===== src/rtl/uart_pkg.sv =====
// ----------------------------------------------------------------------------
// uart_pkg
//   Shared UART definitions used by the RX path, the TX path and the baud
//   generator: receiver state encoding, character width and the default
//   oversampling ratio.
// ----------------------------------------------------------------------------
package uart_pkg;

    // PARITY is only entered when the receiver is built with
    // UART_RX_PARITY_EN; the encoding is kept stable either way.
    typedef enum logic [2:0] {
        IDLE,
        START,
        DATA,
        PARITY,
        STOP
    } rx_state_t;

    localparam int UART_DATA_BITS   = 8;

    // Oversample ticks per bit; the baud generator emits baud_tick at
    // UART_OVS_DEFAULT x baud.
    localparam int UART_OVS_DEFAULT = 16;

endpackage


===== src/rtl/uart_rx_fifo_if.sv =====
// ----------------------------------------------------------------------------
// uart_rx_fifo_if
//   Valid/ready read port of the UART receive FIFO.
//     rx_data  : byte at the FIFO head
//     rx_valid : FIFO non-empty
//     rx_ready : consumer takes the head when high together with rx_valid
//   master = receiver side (drives data/valid), slave = consumer side.
// ----------------------------------------------------------------------------
interface uart_rx_fifo_if;
    import uart_pkg::*;

    logic [UART_DATA_BITS-1:0] rx_data;
    logic                      rx_valid;
    logic                      rx_ready;

    modport master (
        output rx_data,
        output rx_valid,
        input  rx_ready
    );

    modport slave (
        input  rx_data,
        input  rx_valid,
        output rx_ready
    );

endinterface


===== src/rtl/uart_sync_fifo.sv =====
// ----------------------------------------------------------------------------
// uart_sync_fifo
//   Single-clock DEPTH x W FIFO shared by the UART RX and TX paths.
//   Ports:
//     clk, Rst   : clock, asynchronous active-high reset
//     push_i     : write din_i (ignored when full unless popping same cycle)
//     din_i      : write data
//     pop_i      : advance the head (ignored when empty)
//     dout_o     : head entry, straight from storage flops
//     full_o     : level == DEPTH
//     empty_o    : level == 0
//     level_o    : occupancy, 0..DEPTH
//   DEPTH must be a power of two so the pointers wrap naturally.
// ----------------------------------------------------------------------------
module uart_sync_fifo
    import uart_pkg::*;
#(
    parameter int DEPTH = 4,
    parameter int W     = UART_DATA_BITS,
    localparam int AW   = $clog2(DEPTH),
    localparam int LW   = AW + 1
) (
    input  logic          clk,
    input  logic          Rst,
    input  logic          push_i,
    input  logic [W-1:0]  din_i,
    input  logic          pop_i,
    output logic [W-1:0]  dout_o,
    output logic          full_o,
    output logic          empty_o,
    output logic [LW-1:0] level_o
);

    logic [W-1:0]  mem_q [DEPTH];
    logic [AW-1:0] wr_ptr_q, wr_ptr_d;
    logic [AW-1:0] rd_ptr_q, rd_ptr_d;
    logic [LW-1:0] level_q,  level_d;
    logic          wr_en, rd_en;

    assign full_o  = (level_q == LW'(DEPTH));
    assign empty_o = (level_q == '0);
    assign level_o = level_q;
    assign dout_o  = mem_q[rd_ptr_q];

    always_comb begin
        rd_en    = pop_i && !empty_o;
        // At full a write is only accepted if the head frees a slot on the
        // same edge; the write then lands in the slot being vacated.
        wr_en    = push_i && (!full_o || rd_en);
        wr_ptr_d = wr_ptr_q;
        rd_ptr_d = rd_ptr_q;
        level_d  = level_q;
        if (wr_en) wr_ptr_d = wr_ptr_q + 1'b1;
        if (rd_en) rd_ptr_d = rd_ptr_q + 1'b1;
        case ({wr_en, rd_en})
            2'b10:   level_d = level_q + 1'b1;
            2'b01:   level_d = level_q - 1'b1;
            default: level_d = level_q;
        endcase
    end

    always_ff @(posedge clk or posedge Rst) begin
        if (Rst) begin
            for (int i = 0; i < DEPTH; i++) mem_q[i] <= '0;
            wr_ptr_q <= '0;
            rd_ptr_q <= '0;
            level_q  <= '0;
        end else begin
            if (wr_en) mem_q[wr_ptr_q] <= din_i;
            wr_ptr_q <= wr_ptr_d;
            rd_ptr_q <= rd_ptr_d;
            level_q  <= level_d;
        end
    end

endmodule


===== src/rtl/uart_rx_fifo.sv =====
// ----------------------------------------------------------------------------
// uart_rx_fifo
//   16x-oversampled 8N1 UART receiver with a small receive FIFO, feeding the
//   MMIO UART data/status registers.
//   Ports:
//     clk        : system clock
//     Rst        : asynchronous active-high reset
//     baud_tick  : one-clk pulse at OVS x baud; the FSM only moves on ticks
//     rx         : asynchronous serial input, idle high
//     rx_if      : valid/ready read port (rx_data, rx_valid, rx_ready)
//     frame_err  : one-clk pulse, stop bit sampled low (byte discarded)
//     overrun    : one-clk pulse, byte completed while FIFO full (dropped)
//     busy       : receiver FSM not in IDLE
//     level      : FIFO occupancy
//     parity_err : (UART_RX_PARITY_EN only) one-clk pulse with the push of a
//                  byte whose parity bit mismatched
//   Build option: define UART_RX_PARITY_EN to add a parity bit between the
//   data and stop bits (ODD_PARITY selects odd parity).
// ----------------------------------------------------------------------------
module uart_rx_fifo
    import uart_pkg::*;
#(
    parameter int DEPTH       = 4,
    parameter int OVS         = UART_OVS_DEFAULT,
    parameter int SYNC_STAGES = 2
`ifdef UART_RX_PARITY_EN
    ,
    parameter bit ODD_PARITY  = 1'b0
`endif
) (
    input  logic                   clk,
    input  logic                   Rst,
    input  logic                   baud_tick,
    input  logic                   rx,
    uart_rx_fifo_if.master         rx_if,
    output logic                   frame_err,
    output logic                   overrun,
    output logic                   busy,
    output logic [$clog2(DEPTH):0] level
`ifdef UART_RX_PARITY_EN
    ,
    output logic                   parity_err
`endif
);

    localparam int CW = $clog2(OVS);
    localparam int LW = $clog2(DEPTH) + 1;
    localparam logic [CW-1:0] CNT_HALF = CW'(OVS/2 - 1);
    localparam logic [CW-1:0] CNT_LAST = CW'(OVS - 1);
    localparam logic [2:0]    BIT_LAST = 3'(UART_DATA_BITS - 1);

    // ---------------------------------------------------------------- sync
    logic [SYNC_STAGES-1:0] sync_q;
    logic                   rx_s;

    assign rx_s = sync_q[SYNC_STAGES-1];

    // ---------------------------------------------------------------- FSM
    rx_state_t                 state_q, state_d;
    logic [CW-1:0]             cnt_q,   cnt_d;
    logic [2:0]                bit_q,   bit_d;
    logic [UART_DATA_BITS-1:0] shreg_q, shreg_d;
    // Set after a bad stop bit: IDLE ignores rx_s until the line goes high
    // again, so a held break yields one frame error rather than a stream.
    logic                      wait_hi_q, wait_hi_d;
    logic                      frame_err_q, frame_err_d;
    logic                      overrun_q,   overrun_d;
    logic                      push;
`ifdef UART_RX_PARITY_EN
    logic                      par_bad_q,    par_bad_d;
    logic                      parity_err_q, parity_err_d;
`endif

    // ---------------------------------------------------------------- FIFO
    logic [UART_DATA_BITS-1:0] fifo_dout;
    logic                      fifo_full, fifo_empty;
    logic [LW-1:0]             fifo_level;
    logic                      pop;

    assign pop = !fifo_empty && rx_if.rx_ready;

    uart_sync_fifo #(
        .DEPTH (DEPTH),
        .W     (UART_DATA_BITS)
    ) u_fifo (
        .clk     (clk),
        .Rst     (Rst),
        .push_i  (push),
        .din_i   (shreg_q),
        .pop_i   (pop),
        .dout_o  (fifo_dout),
        .full_o  (fifo_full),
        .empty_o (fifo_empty),
        .level_o (fifo_level)
    );

    always_comb begin
        state_d     = state_q;
        cnt_d       = cnt_q;
        bit_d       = bit_q;
        shreg_d     = shreg_q;
        wait_hi_d   = wait_hi_q;
        frame_err_d = 1'b0;
        push        = 1'b0;
`ifdef UART_RX_PARITY_EN
        par_bad_d   = par_bad_q;
`endif
        if (baud_tick) begin
            case (state_q)
                IDLE: begin
                    if (wait_hi_q) begin
                        if (rx_s) wait_hi_d = 1'b0;
                    end else if (!rx_s) begin
                        state_d = START;
                        cnt_d   = '0;
                    end
                end
                START: begin
                    if (cnt_q == CNT_HALF) begin
                        if (!rx_s) begin
                            state_d = DATA;
                            cnt_d   = '0;
                            bit_d   = '0;
                        end else begin
                            // Line came back high before mid-bit: a glitch.
                            state_d = IDLE;
                        end
                    end else begin
                        cnt_d = cnt_q + 1'b1;
                    end
                end
                DATA: begin
                    if (cnt_q == CNT_LAST) begin
                        cnt_d   = '0;
                        shreg_d = {rx_s, shreg_q[UART_DATA_BITS-1:1]};
                        bit_d   = bit_q + 1'b1;
                        if (bit_q == BIT_LAST) begin
`ifdef UART_RX_PARITY_EN
                            state_d = PARITY;
`else
                            state_d = STOP;
`endif
                        end
                    end else begin
                        cnt_d = cnt_q + 1'b1;
                    end
                end
                PARITY: begin
`ifdef UART_RX_PARITY_EN
                    if (cnt_q == CNT_LAST) begin
                        cnt_d     = '0;
                        par_bad_d = ((^shreg_q) ^ rx_s) != ODD_PARITY;
                        state_d   = STOP;
                    end else begin
                        cnt_d = cnt_q + 1'b1;
                    end
`else
                    state_d = IDLE;
`endif
                end
                STOP: begin
                    if (cnt_q == CNT_LAST) begin
                        cnt_d   = '0;
                        state_d = IDLE;
                        if (rx_s) begin
                            push = 1'b1;
                        end else begin
                            frame_err_d = 1'b1;
                            wait_hi_d   = 1'b1;
                        end
                    end else begin
                        cnt_d = cnt_q + 1'b1;
                    end
                end
                default: state_d = IDLE;
            endcase
        end
        // A push at full is dropped by the FIFO unless the head pops too.
        overrun_d = push && fifo_full && !pop;
`ifdef UART_RX_PARITY_EN
        parity_err_d = push && par_bad_q;
`endif
    end

    always_ff @(posedge clk or posedge Rst) begin
        if (Rst) begin
            sync_q      <= '1;
            state_q     <= IDLE;
            cnt_q       <= '0;
            bit_q       <= '0;
            shreg_q     <= '0;
            wait_hi_q   <= 1'b0;
            frame_err_q <= 1'b0;
            overrun_q   <= 1'b0;
`ifdef UART_RX_PARITY_EN
            par_bad_q    <= 1'b0;
            parity_err_q <= 1'b0;
`endif
        end else begin
            sync_q      <= {sync_q[SYNC_STAGES-2:0], rx};
            state_q     <= state_d;
            cnt_q       <= cnt_d;
            bit_q       <= bit_d;
            shreg_q     <= shreg_d;
            wait_hi_q   <= wait_hi_d;
            frame_err_q <= frame_err_d;
            overrun_q   <= overrun_d;
`ifdef UART_RX_PARITY_EN
            par_bad_q    <= par_bad_d;
            parity_err_q <= parity_err_d;
`endif
        end
    end

    assign rx_if.rx_data  = fifo_dout;
    assign rx_if.rx_valid = !fifo_empty;
    assign frame_err      = frame_err_q;
    assign overrun        = overrun_q;
    assign busy           = (state_q != IDLE);
    assign level          = fifo_level;
`ifdef UART_RX_PARITY_EN
    assign parity_err     = parity_err_q;
`endif

endmodule

===== src/flat_wrapper.sv =====
// flat-port wrapper written by rule: the top's interface ports become plain ports
module uart_rx_fifo_flat import uart_pkg::*;
#(
    parameter int DEPTH       = 4,
    parameter int OVS         = UART_OVS_DEFAULT,
    parameter int SYNC_STAGES = 2

)
  (clk, Rst, baud_tick, rx, frame_err, overrun, busy, level, rx_if_rx_data, rx_if_rx_valid, rx_if_rx_ready);
  uart_rx_fifo_if rx_if_i ();
  input  logic clk;
  input  logic Rst;
  input  logic baud_tick;
  input  logic rx;
  output logic frame_err;
  output logic overrun;
  output logic busy;
  output logic [$clog2(DEPTH):0] level;
  output wire logic [$bits(rx_if_i.rx_data)-1:0] rx_if_rx_data;
  output wire logic [$bits(rx_if_i.rx_valid)-1:0] rx_if_rx_valid;
  input wire logic [$bits(rx_if_i.rx_ready)-1:0] rx_if_rx_ready;
  assign rx_if_rx_data = rx_if_i.rx_data;
  assign rx_if_rx_valid = rx_if_i.rx_valid;
  assign rx_if_i.rx_ready = rx_if_rx_ready;
  uart_rx_fifo #(.DEPTH(DEPTH), .OVS(OVS), .SYNC_STAGES(SYNC_STAGES)) u_core (.clk(clk), .Rst(Rst), .baud_tick(baud_tick), .rx(rx), .rx_if(rx_if_i), .frame_err(frame_err), .overrun(overrun), .busy(busy), .level(level));
endmodule

===== config.mk =====
export PLATFORM = sky130hd
export DESIGN_NAME = uart_rx_fifo_flat
export DESIGN_NICKNAME = d
export VERILOG_FILES = /design/src/rtl/uart_pkg.sv /design/src/rtl/uart_rx_fifo_if.sv /design/src/rtl/uart_sync_fifo.sv /design/src/rtl/uart_rx_fifo.sv /design/src/flat_wrapper.sv
export SDC_FILE = /design/constraint.sdc
export NUM_CORES = 1
export LEC_CHECK = 0
export ABC_AREA = 1
export ABC_CLOCK_PERIOD_IN_PS = 4010
export BUFFER_PORTS_ARGS = -buffer_cell sky130_fd_sc_hd__buf_2
export CAP_MARGIN = 25
export CELL_PAD_IN_SITES_DETAIL_PLACEMENT = 1
export CELL_PAD_IN_SITES_GLOBAL_PLACEMENT = 2
export CORE_UTILIZATION = 40
export CTS_CLUSTER_SIZE = 28
export DETAILED_ROUTE_END_ITERATION = 12
export GPL_TIMING_DRIVEN = 0
export HOLD_SLACK_MARGIN = 0.02
export PLACE_DENSITY = 0.89
export SYNTH_ARGS = -nofsm -noshare
export SYNTH_HDL_FRONTEND = slang
export SYNTH_SLANG_ARGS = --single-unit

===== constraint.sdc =====
create_clock -name clk -period 4.01 [get_ports clk]
set_clock_uncertainty 0.15 [all_clocks]
set_input_delay 0.2005 -clock clk [delete_from_list [all_inputs] [get_ports clk]]
set_output_delay 0.2005 -clock clk [all_outputs]
set_load 0.01 [all_outputs]

==> qor.csv, run 1 <==
stage,metric,value,unit
status,status,"complete, no violations",
power,Power Density,551,nW/um2
routing,residual DRC count,0,
worst_setup_path,Setup crit start kind,register,
synthesis,most frequent cell after synthesis,nand2_1,
layout,share of layout cells above drive strength 1,14.9,%
timing,RSZ-0062 raised after global routing,no,
clocking,Num CTS Buffers,9,
layout,NumNets Final,433,
die,core area,7770,um2
die,Die Area,8400,um2
power,leakage power,1.93,nW
clocking,CTS root buffer,clkbuf_8,
power,Sw Share,39.9,%
routing,first drt pass iteration count,4,
routing,Vias,2745,
power,Worst VDD drop,0.000253,V
synthesis,mapped cell area,3220,um2
grt,grt total ovfl,0,
layout,Layout area overhead,14.4,%
synthesis,"Top FF cell, synth",dfrtp_1,
placement,IO Port Bufs,19,
timing,fin crit period,2.64,ns
worst_setup_path,"Max FO, Critical Path",10,
timing,setup ws final,1.37,ns
power,Clock power frac,24.6,%
clocking,CTS tree,done,
placement,dpl hpwl,5980,um
clocking,post-cts resize count,0,
synthesis,"top cells by count, synth","nand2_1, dfrtp_1, nand4_1",
worst_setup_path,worst setup path class,reg -> reg,
worst_setup_path,CP endpoint kind,register,
routing,Wirelength per Cell,15.2,um
clocking,CTS Hold Bufs,2,
synthesis,sequential-to-total area share from yosys stat,48.3,%
routing,DRT antenna net count,0,
die,# IOs,20,
grt,GRT Overall Usage,21.2,%
routing,final WL,7970,um
timing,worst hold slack,0.0735,ns
power,switching power,0.000810,W
die,die width,91.7,um
die,Core Rows,32,
routing,initial detailed-routing violation count,110,
synthesis,Mapped Avg Cell Area,8.35,um2
layout,number of diodes,0,
timing,Fin Setup TNS,0,ns
timing,Slew Limit Fails,0,
clocking,H-tree Lvls,3,
timing,fmax,379,MHz
timing,Rel. slew slack,62.2,%
worst_setup_path,CP required,4.11,ns
timing,Final period util,65.7,%
grt,first-pass GRT wire length,13800,um
power,Logic pwr share,38.2,%
timing,Final Setup Violations,0,
worst_setup_path,Worst Path Arrival,2.73,ns
routing,vias per cell,5.24,
clocking,clk buf depth,2,
synthesis,Yosys top cell by area,dfrtp_1,
synthesis,top post-synthesis cells by area,"dfrtp_1, nand2_1, nand4_1",
clocking,"CTS clk-pin slew, worst paths",0.06,ns
synthesis,total number of yosys warnings,0,
grt,initial antenna violation count,0,
run,Max Cap Viol,0,
die,Starting Density,41.4,%
grt,largest net degree at the start of global routing,25,
power,sequential share of power,37.3,%
timing,number of hold violations in the final report,0,
die,Die Y,91.7,um
synthesis,Post-synth EDFFs,0,
power,Int Power,0.00122,W
synthesis,Netlist cell types,29,
synthesis,post-synthesis cell count,385,
hold_path,min-delay worst type,in -> reg,
placement,pre-CTS setup slack,1.37,ns
grt,vias in the first global route,2802,
clocking,Post-CTS Setup Inserts,0,
synthesis,Async SR Flop Fraction,100,%
timing,worst slew pin tran,0.566,ns
placement,GPL Wtd Cong,0.762,
clocking,clk sinks,62,
clocking,later-pin clock latency in the skew report,0.33,ns
synthesis,Mapped Nets,399,
synthesis,register bit count reported by yosys,62,
synthesis,share of the synthesized area in the top cell type,46.7,%
-- routing by layer --
layer	up-vias	wire, um	global-route usage, %	part of all wire [%]
li1	1346	-	-	-
met1	1356	3880	29.6	49
met2	37	3820	33.6	48
met3	6	217	4.56	2.7
met4	0	59	5.03	0.74
met5	-	0	0	0
-- cell usage in the layout, fill, tap and decap left out, types with 2 or more instances in the layout --
cell type | Yosys | routed
a21oi_1 | 3 | 3
clkbuf_1 | 3 | 4
inv_1 | 23 | 22
inv_2 | 3 | 4
nand4_1 | 34 | 34
nand2_1 | 134 | 134
clkbuf_8 | 0 | 12
clkbuf_2 | 2 | 2
dfrtp_1 | 60 | 60
buf_12 | 4 | 5
buf_2 | 6 | 25
o21ai_0 | 24 | 24
o22ai_1 | 8 | 8
nand3b_1 | 4 | 4
dfstp_2 | 2 | 2
nand3_1 | 19 | 19
nor2_4 | 3 | 3
dlygate4sd3_1 | 0 | 2
xor2_1 | 4 | 4
ha_1 | 8 | 8
nand2_2 | 2 | 2
nand3_4 | 2 | 2
nor2_1 | 29 | 29
-- path summary, 6_finish.rpt --
path                                        from                  endpoint  slack [ns]  cells past startpoint
worst max-delay path             u_core.cnt_q[1]  u_core.u_fifo.level_o[1]        1.37                     11
worst min-delay path                   baud_tick          u_core.frame_err        0.07                      3
worst max register to register   u_core.cnt_q[1]  u_core.u_fifo.level_o[1]        1.37                     11
worst min register to register  u_core.sync_q[0]          u_core.sync_q[1]        0.21                      0
max in group asynchronous                    Rst   u_core.u_fifo.mem_q[13]        2.81                      5
min in group asynchronous                    Rst   u_core.u_fifo.mem_q[25]        0.25                      3
-- through the flow --
step	cell area, um2	cells	total power [W]	util (%)
3_3_place_gp	3440	506	0.00153	44.3
6_report	3680	524	0.00203	47.4
4_1_cts	3680	524	0.00206	47.4
2_1_floorplan	3220	385	0.00128	-
5_1_grt	3680	524	0.00219	47.4
3_5_place_dp	3490	508	0.00155	44.9
-- power by group through the flow --
stage | clock network [W] | logic, W | registers [W]
global placement | 0 | 0.000761 | 0.000764
floorplan | 0 | 0.000531 | 0.000754
global route | 0.000538 | 0.000881 | 0.000766
detailed placement | 0 | 0.000785 | 0.000766
CTS | 0.000511 | 0.000788 | 0.000756
finish | 0.000498 | 0.000774 | 0.000755
-- kinds of logic (layout without fill, tap and decap cells) --
kind of cell | after synthesis | after routing | synth area share (%)
and+or+nand+nor | 231 | 231 | 33.1
AOI/OAI and AO/OA | 36 | 36 | 6.03
DFF | 62 | 62 | 48.3
xor gates and xnor gates | 5 | 5 | 1.36
buffers and inverters | 42 | 79 | 7.47
adders and majority gates | 9 | 9 | 3.74
-- state kept, by name (all words and copies together), names as in the netlist, 2 cells and up --
signal                  flops
u_core.u_fifo.mem_q        32
u_core.shreg_q              8
u_core.cnt_q                4
u_core.bit_q                3
u_core.state_q              3
u_core.u_fifo.level_o       3
u_core.sync_q               2
u_core.u_fifo.rd_ptr_q      2
u_core.u_fifo.wr_ptr_q      2
-- cell type report --
type | count | area, um2
tap | 102 | 128
clock inverter | 1 | 5.00
buffer | 16 | 143
multi-input combinational | 281 | 1420
fill | 972 | 4090
sequential | 62 | 1550
inverter | 26 | 97.6
clock buffer | 13 | 169
timing repair buffer | 23 | 163
-- critical path, cell delays in order, from the launching register on --
cell and delay, ns:
dfrtp_1 0.41, ha_1 0.21, nand2_1 0.13, nor2_4 0.15
nand2_2 0.12, nor2_4 0.18, buf_12 0.17, nand2_1 0.11
ha_1 0.22, inv_1 0.10, fa_1 0.41, o21ai_0 0.18
Power figures use the tool's default switching activity.
==> run 2, diff against run 1 <==
ABC_CLOCK_PERIOD_IN_PS = 2250   (was 4010)
CORE_UTILIZATION = 33   (was 40)
PLACE_DENSITY = 0.79   (was 0.89)
clock period = 2.25 ns   (was 4.01 ns; I/O delays follow)
==> run 2 against run 1 <==
Against the previous run: sequential power grew 84%; largest power group unchanged; via count grew 2.4%; largest cell class unchanged; critical path depth shrank 1.
==> qor.csv, run 2 (same netlist as run 1, synthesis figures left out) <==
stage,metric,value,unit
die,Core Rows,35,
clocking,later-pin clock latency in the skew report,0.33,ns
grt,vias in the first global route,2943,
die,Starting Density,34.5,%
clocking,CTS root buffer,clkbuf_8,
worst_setup_path,Critical R2R Capture,u_core.u_fifo.level_o[2],
die,Die Area,10100,um2
power,Clock power frac,25.4,%
clocking,H-tree Lvls,3,
clocking,clk buf depth,2,
timing,worst hold slack,0.108,ns
layout,NumNets Final,451,
power,Worst VDD drop,0.000439,V
worst_setup_path,worst reg2reg setup slack,0.11,ns
clocking,clk sinks,62,
grt,initial antenna violation count,0,
power,Sw Share,40.2,%
layout,Layout area overhead,23.2,%
timing,number of hold violations in the final report,0,
die,die width,101,um
power,Logic pwr share,40.3,%
die,core area,9330,um2
clocking,Num CTS Buffers,9,
worst_setup_path,R2R Path Start,u_core.u_fifo.level_o[1],
layout,number of diodes,0,
clocking,CTS tree,done,
timing,Final period util,95.1,%
timing,Final Setup Violations,0,
worst_setup_path,worst setup path class,reg -> reg,
routing,vias per cell,4.92,
layout,most frequent cells in the layout,"nand2_1, dfrtp_1, nand4_1",
hold_path,WHS Endpoint,u_core.u_fifo.rd_ptr_q[1],
routing,Wirelength per Cell,16.2,um
worst_setup_path,CP required,2.31,ns
layout,fill count,1121,
die,Die Y,101,um
status,status,"complete, no violations",
grt,grt total ovfl,0,
hold_path,hold path start,rx_if_rx_ready,
worst_setup_path,CP endpoint kind,register,
timing,Slew Limit Fails,0,
worst_setup_path,Worst Path Arrival,2.20,ns
run,Max Cap Viol,0,
power,Power Density,1020,nW/um2
grt,first-pass GRT wire length,15400,um
placement,dpl hpwl,6300,um
timing,RSZ-0062 raised after global routing,no,
layout,share of layout cells above drive strength 1,22.4,%
routing,residual DRC count,0,
clocking,"CTS clk-pin slew, worst paths",0.08,ns
routing,first drt pass iteration count,4,
placement,pre-CTS setup slack,-0.240,ns
grt,largest net degree at the start of global routing,36,
timing,Rel. slew slack,48.7,%
grt,GRT Overall Usage,20.1,%
layout,fin util,42.5,%
worst_setup_path,crit path launch,u_core.u_fifo.level_o[1],
worst_setup_path,"Max FO, Critical Path",10,
timing,worst slew pin tran,0.769,ns
worst_setup_path,r2r worst-path depth,10,
worst_setup_path,Setup crit start kind,register,
power,leakage power,2.06,nW
timing,fmax,467,MHz
power,Int Power,0.00242,W
routing,final WL,9240,um
layout,max FFs per register,32,
timing,setup ws final,0.109,ns
routing,initial detailed-routing violation count,144,
timing,fin crit period,2.14,ns
power,sequential share of power,34.3,%
layout,largest register by flop count,u_core.u_fifo.mem_q,
die,# IOs,20,
placement,GPL Wtd Cong,0.777,
routing,DRT antenna net count,0,
layout,Largest regs,"u_core.u_fifo.mem_q: 32 flops, u_core.shreg_q: 8 flops, u_core.cnt_q: 4 flops",
layout,"commonest non-fill, non-tap cell in the layout",nand2_1,
placement,IO Port Bufs,19,
hold_path,cell count of the worst hold path,5,
hold_path,min-delay worst type,in -> reg,
routing,Vias,2811,
power,switching power,0.00162,W
## run 2: worst max-delay path by stage
stage	to
2_1_floorplan	u_core.u_fifo.level_o[2]
3_3_place_gp	u_core.u_fifo.level_o[1]
3_5_place_dp	u_core.u_fifo.level_o[2]
4_1_cts	u_core.u_fifo.level_o[2]
5_1_grt	u_core.u_fifo.level_o[2]
6_report	u_core.u_fifo.level_o[2]
## run 2: power groups by stage
stage | clock network (W) | registers [W] | logic (W)
finish | 0.00103 | 0.00139 | 0.00163
global route | 0.00110 | 0.00140 | 0.00183
CTS | 0.00105 | 0.00139 | 0.00149
detailed placement | 0 | 0.00137 | 0.00141
global placement | 0 | 0.00136 | 0.00137
floorplan | 0 | 0.00135 | 0.000954
## run 2: worst max-delay path, stage by stage (launching register included)
cell,delay (ns)
dfrtp_1,0.43
nor2_4,0.17
nand3_4,0.11
buf_12,0.16
nand2_8,0.07
ha_4,0.14
inv_4,0.04
fa_2,0.35
a21oi_2,0.14
o21ai_1,0.09
xor2_1,0.17
## run 2: cell type report
class                      instances  area [um2]  area share (%)
inverter                          26         100            2.53
buffer                            14         136            3.44
multi-input combinational        281        1510            38.0
timing repair buffer              43         295            7.45
clock buffer                      10         138            3.47
clock inverter                     6        70.1            1.77
sequential                        62        1560            39.3
tap                              129         161            4.07
## run 2: per-layer routing
metal	GRT usage, %	part of all wire [%]	up-vias
met2	35.3	51	34
met1	25.4	46	1387
met3	3.88	2.2	9
met4	5.13	1.2	0
met5	0	0	-
li1	-	-	1381
## run 2: timing repair
| item | CTS | global route |
|---|---|---|
| endpoints found under the setup margin | 10 | 5 |
| buffers inserted | 8 | 12 |
| hold endpoints to repair | 34 | 0 |
| resized for setup | 17 | 7 |
| hold buffers | 3 | 0 |
| pin swaps | 7 | 10 |
## run 2: through the flow
| stage | TNS (ns) | instances | total power [W] | cell area [um2] |
|---|---|---|---|---|
| global placement | -28.98 | 533 | 0.00274 | 3490 |
| finish | 0 | 571 | 0.00404 | 3960 |
| detailed placement | -0.478 | 534 | 0.00278 | 3510 |
| floorplan | 0 | 385 | 0.00230 | 3230 |
| global route | 0 | 571 | 0.00433 | 3960 |
| CTS | 0 | 560 | 0.00394 | 3860 |
==> run 3, diff against run 2 <==
GPL_TIMING_DRIVEN = unset   (was 0)
==> run 3 against run 2 <==
Against the previous run: register-to-register slack barely moved; die area did not move; sequential power fell by 4%; routed wire length fell by 9.3%; clock power fell by 4%; worst setup slack got worse by 0.0058 ns; combinational power fell by 9%; via count fell by 4.8%; flip-flop and latch count did not move.
==> qor.csv, run 3 (same netlist as run 1, synthesis figures left out) <==
stage,metric,value,unit
routing,Wirelength per Cell,15.1,um
run,Max Cap Viol,0,
layout,"commonest non-fill, non-tap cell in the layout",nand2_1,
layout,Post-Layout Cell Count,555,
clocking,later-pin clock latency in the skew report,0.33,ns
timing,Final period util,95.4,%
worst_setup_path,"Largest delay share family, worst path",adder cells,
power,leakage power,1.97,nW
timing,fin crit period,2.15,ns
hold_path,cell count of the worst hold path,4,
worst_setup_path,CP Depth,12,
clocking,CTS root buffer,clkbuf_8,
placement,GPL Wtd Cong,0.831,
routing,initial detailed-routing violation count,83,
grt,initial antenna violation count,0,
worst_setup_path,Setup crit start kind,register,
timing,Fin Setup TNS,0,ns
worst_setup_path,crit-path cells,"ha_4, nand2_4, nor2_4, nand2_4, nor2_4, nand2_2, ha_2, inv_2, fa_2, a21oi_1, o21ai_1, xor2_1",
grt,GRT Overall Usage,18.7,%
clocking,CTS tree,done,
routing,DRT antenna net count,0,
placement,dpl hpwl,6040,um
clocking,clk sinks,62,
power,Total Power,0.00382,W
worst_setup_path,"Largest stage delay, worst path",0.43,ns
layout,NumNets Final,435,
grt,vias in the first global route,2860,
worst_setup_path,"Max FO, Critical Path",5,
die,Core Rows,35,
routing,vias per cell,4.82,
power,Worst VDD drop,0.000345,V
clocking,Num CTS Buffers,9,
worst_setup_path,CP max stage cell,dfrtp_1,
status,status,"complete, no violations",
timing,number of hold violations in the final report,0,
timing,RSZ-0062 raised after global routing,no,
hold_path,min-delay worst type,in -> reg,
power,Power Density,1020,nW/um2
layout,number of diodes,0,
die,core area,9330,um2
timing,Final Setup Violations,0,
die,die width,101,um
routing,first drt pass iteration count,4,
grt,first-pass GRT wire length,14500,um
timing,Slew Limit Fails,0,
clocking,"CTS clk-pin slew, worst paths",0.08,ns
worst_setup_path,CP endpoint kind,register,
layout,Largest regs,"u_core.u_fifo.mem_q: 32 flops, u_core.shreg_q: 8 flops, u_core.cnt_q: 4 flops",
die,Starting Density,34.5,%
worst_setup_path,worst setup path class,reg -> reg,
layout,Final Cell Area,3760,um2
timing,worst slew pin tran,0.535,ns
layout,most frequent cells in the layout,"nand2_1, dfrtp_1, nand4_1",
routing,final WL,8380,um
layout,share of layout cells above drive strength 1,18.3,%
die,# IOs,20,
timing,Rel. slew slack,64.3,%
layout,largest register by flop count,u_core.u_fifo.mem_q,
placement,dpl cell area,3490,um2
placement,placed instance count,535,
layout,Layout area overhead,16.9,%
clocking,H-tree Lvls,3,
worst_setup_path,CP bufs+invs,1,
worst_setup_path,Worst Path Arrival,2.21,ns
routing,Vias,2676,
worst_setup_path,CP required,2.31,ns
layout,max FFs per register,32,
worst_setup_path,r2r worst-path depth,12,
clocking,clk buf depth,2,
placement,IO Port Bufs,19,
die,Die Area,10100,um2
grt,grt total ovfl,0,
die,Die Y,101,um
routing,residual DRC count,0,
timing,fmax,466,MHz
grt,largest net degree at the start of global routing,40,
[run 3: report_power, final]
| group | internal, W | total (W) | switching (W) |
|---|---|---|---|
| Clock | 0.000538 | 0.000990 | 0.000453 |
| Combinational | 0.000542 | 0.00149 | 0.000944 |
| Sequential | 0.00121 | 0.00134 | 0.000129 |
[run 3: path summary, 6_finish.rpt]
check / startpoint / to / slack, ns
setup / recovery: u_core.cnt_q[0] / u_core.u_fifo.level_o[2] / 0.10
hold / removal: rx_if_rx_ready / u_core.u_fifo.rd_ptr_q[0] / 0.03
setup reg to reg: u_core.cnt_q[0] / u_core.u_fifo.level_o[2] / 0.10
hold reg to reg: u_core.sync_q[0] / u_core.sync_q[1] / 0.21
max in group asynchronous: Rst / u_core.sync_q[0] / 1.09
min in group asynchronous: Rst / u_core.u_fifo.mem_q[28] / 0.19
[run 3: area by class of cell]
cell class / count / area (um2)
clock buffer: 10 / 138
clock inverter: 6 / 61.3
fill: 1130 / 5570
inverter: 26 / 97.6
multi-input combinational: 281 / 1460
sequential: 62 / 1550
tap: 129 / 161
timing repair buffer: 41 / 284
[run 3: stage by stage]
stage          setup WS [ns]  hold slack [ns]  util [%]
4_1_cts               0.0195           0.0558      39.9
3_5_place_dp          0.0419           0.0153      37.5
6_report               0.104           0.0344      40.3
2_1_floorplan         0.0110          -0.0330         -
3_3_place_gp          0.0739          0.00934      37.5
5_1_grt              0.00322           0.0527      40.3
[run 3: repair_timing]
item	in CTS	in global routing
setup endpoints to repair	0	13
hold endpoints to repair	23	0
resized for setup	0	8
hold buffers	3	0
setup buffers	0	1
[run 3: tightest hold or removal path: stages]
cell and delay [ns]:
buf_2 0.10, inv_1 0.08, a21oi_2 0.07, xor2_1 0.12
[run 3: per-layer routing]
metal	up-vias	global-route usage [%]	part of all wire, %
met5	-	0	0
met4	0	6.02	0.84
met3	6	2.36	2.4
met2	29	31.7	50
met1	1293	24.7	46
li1	1348	-	-
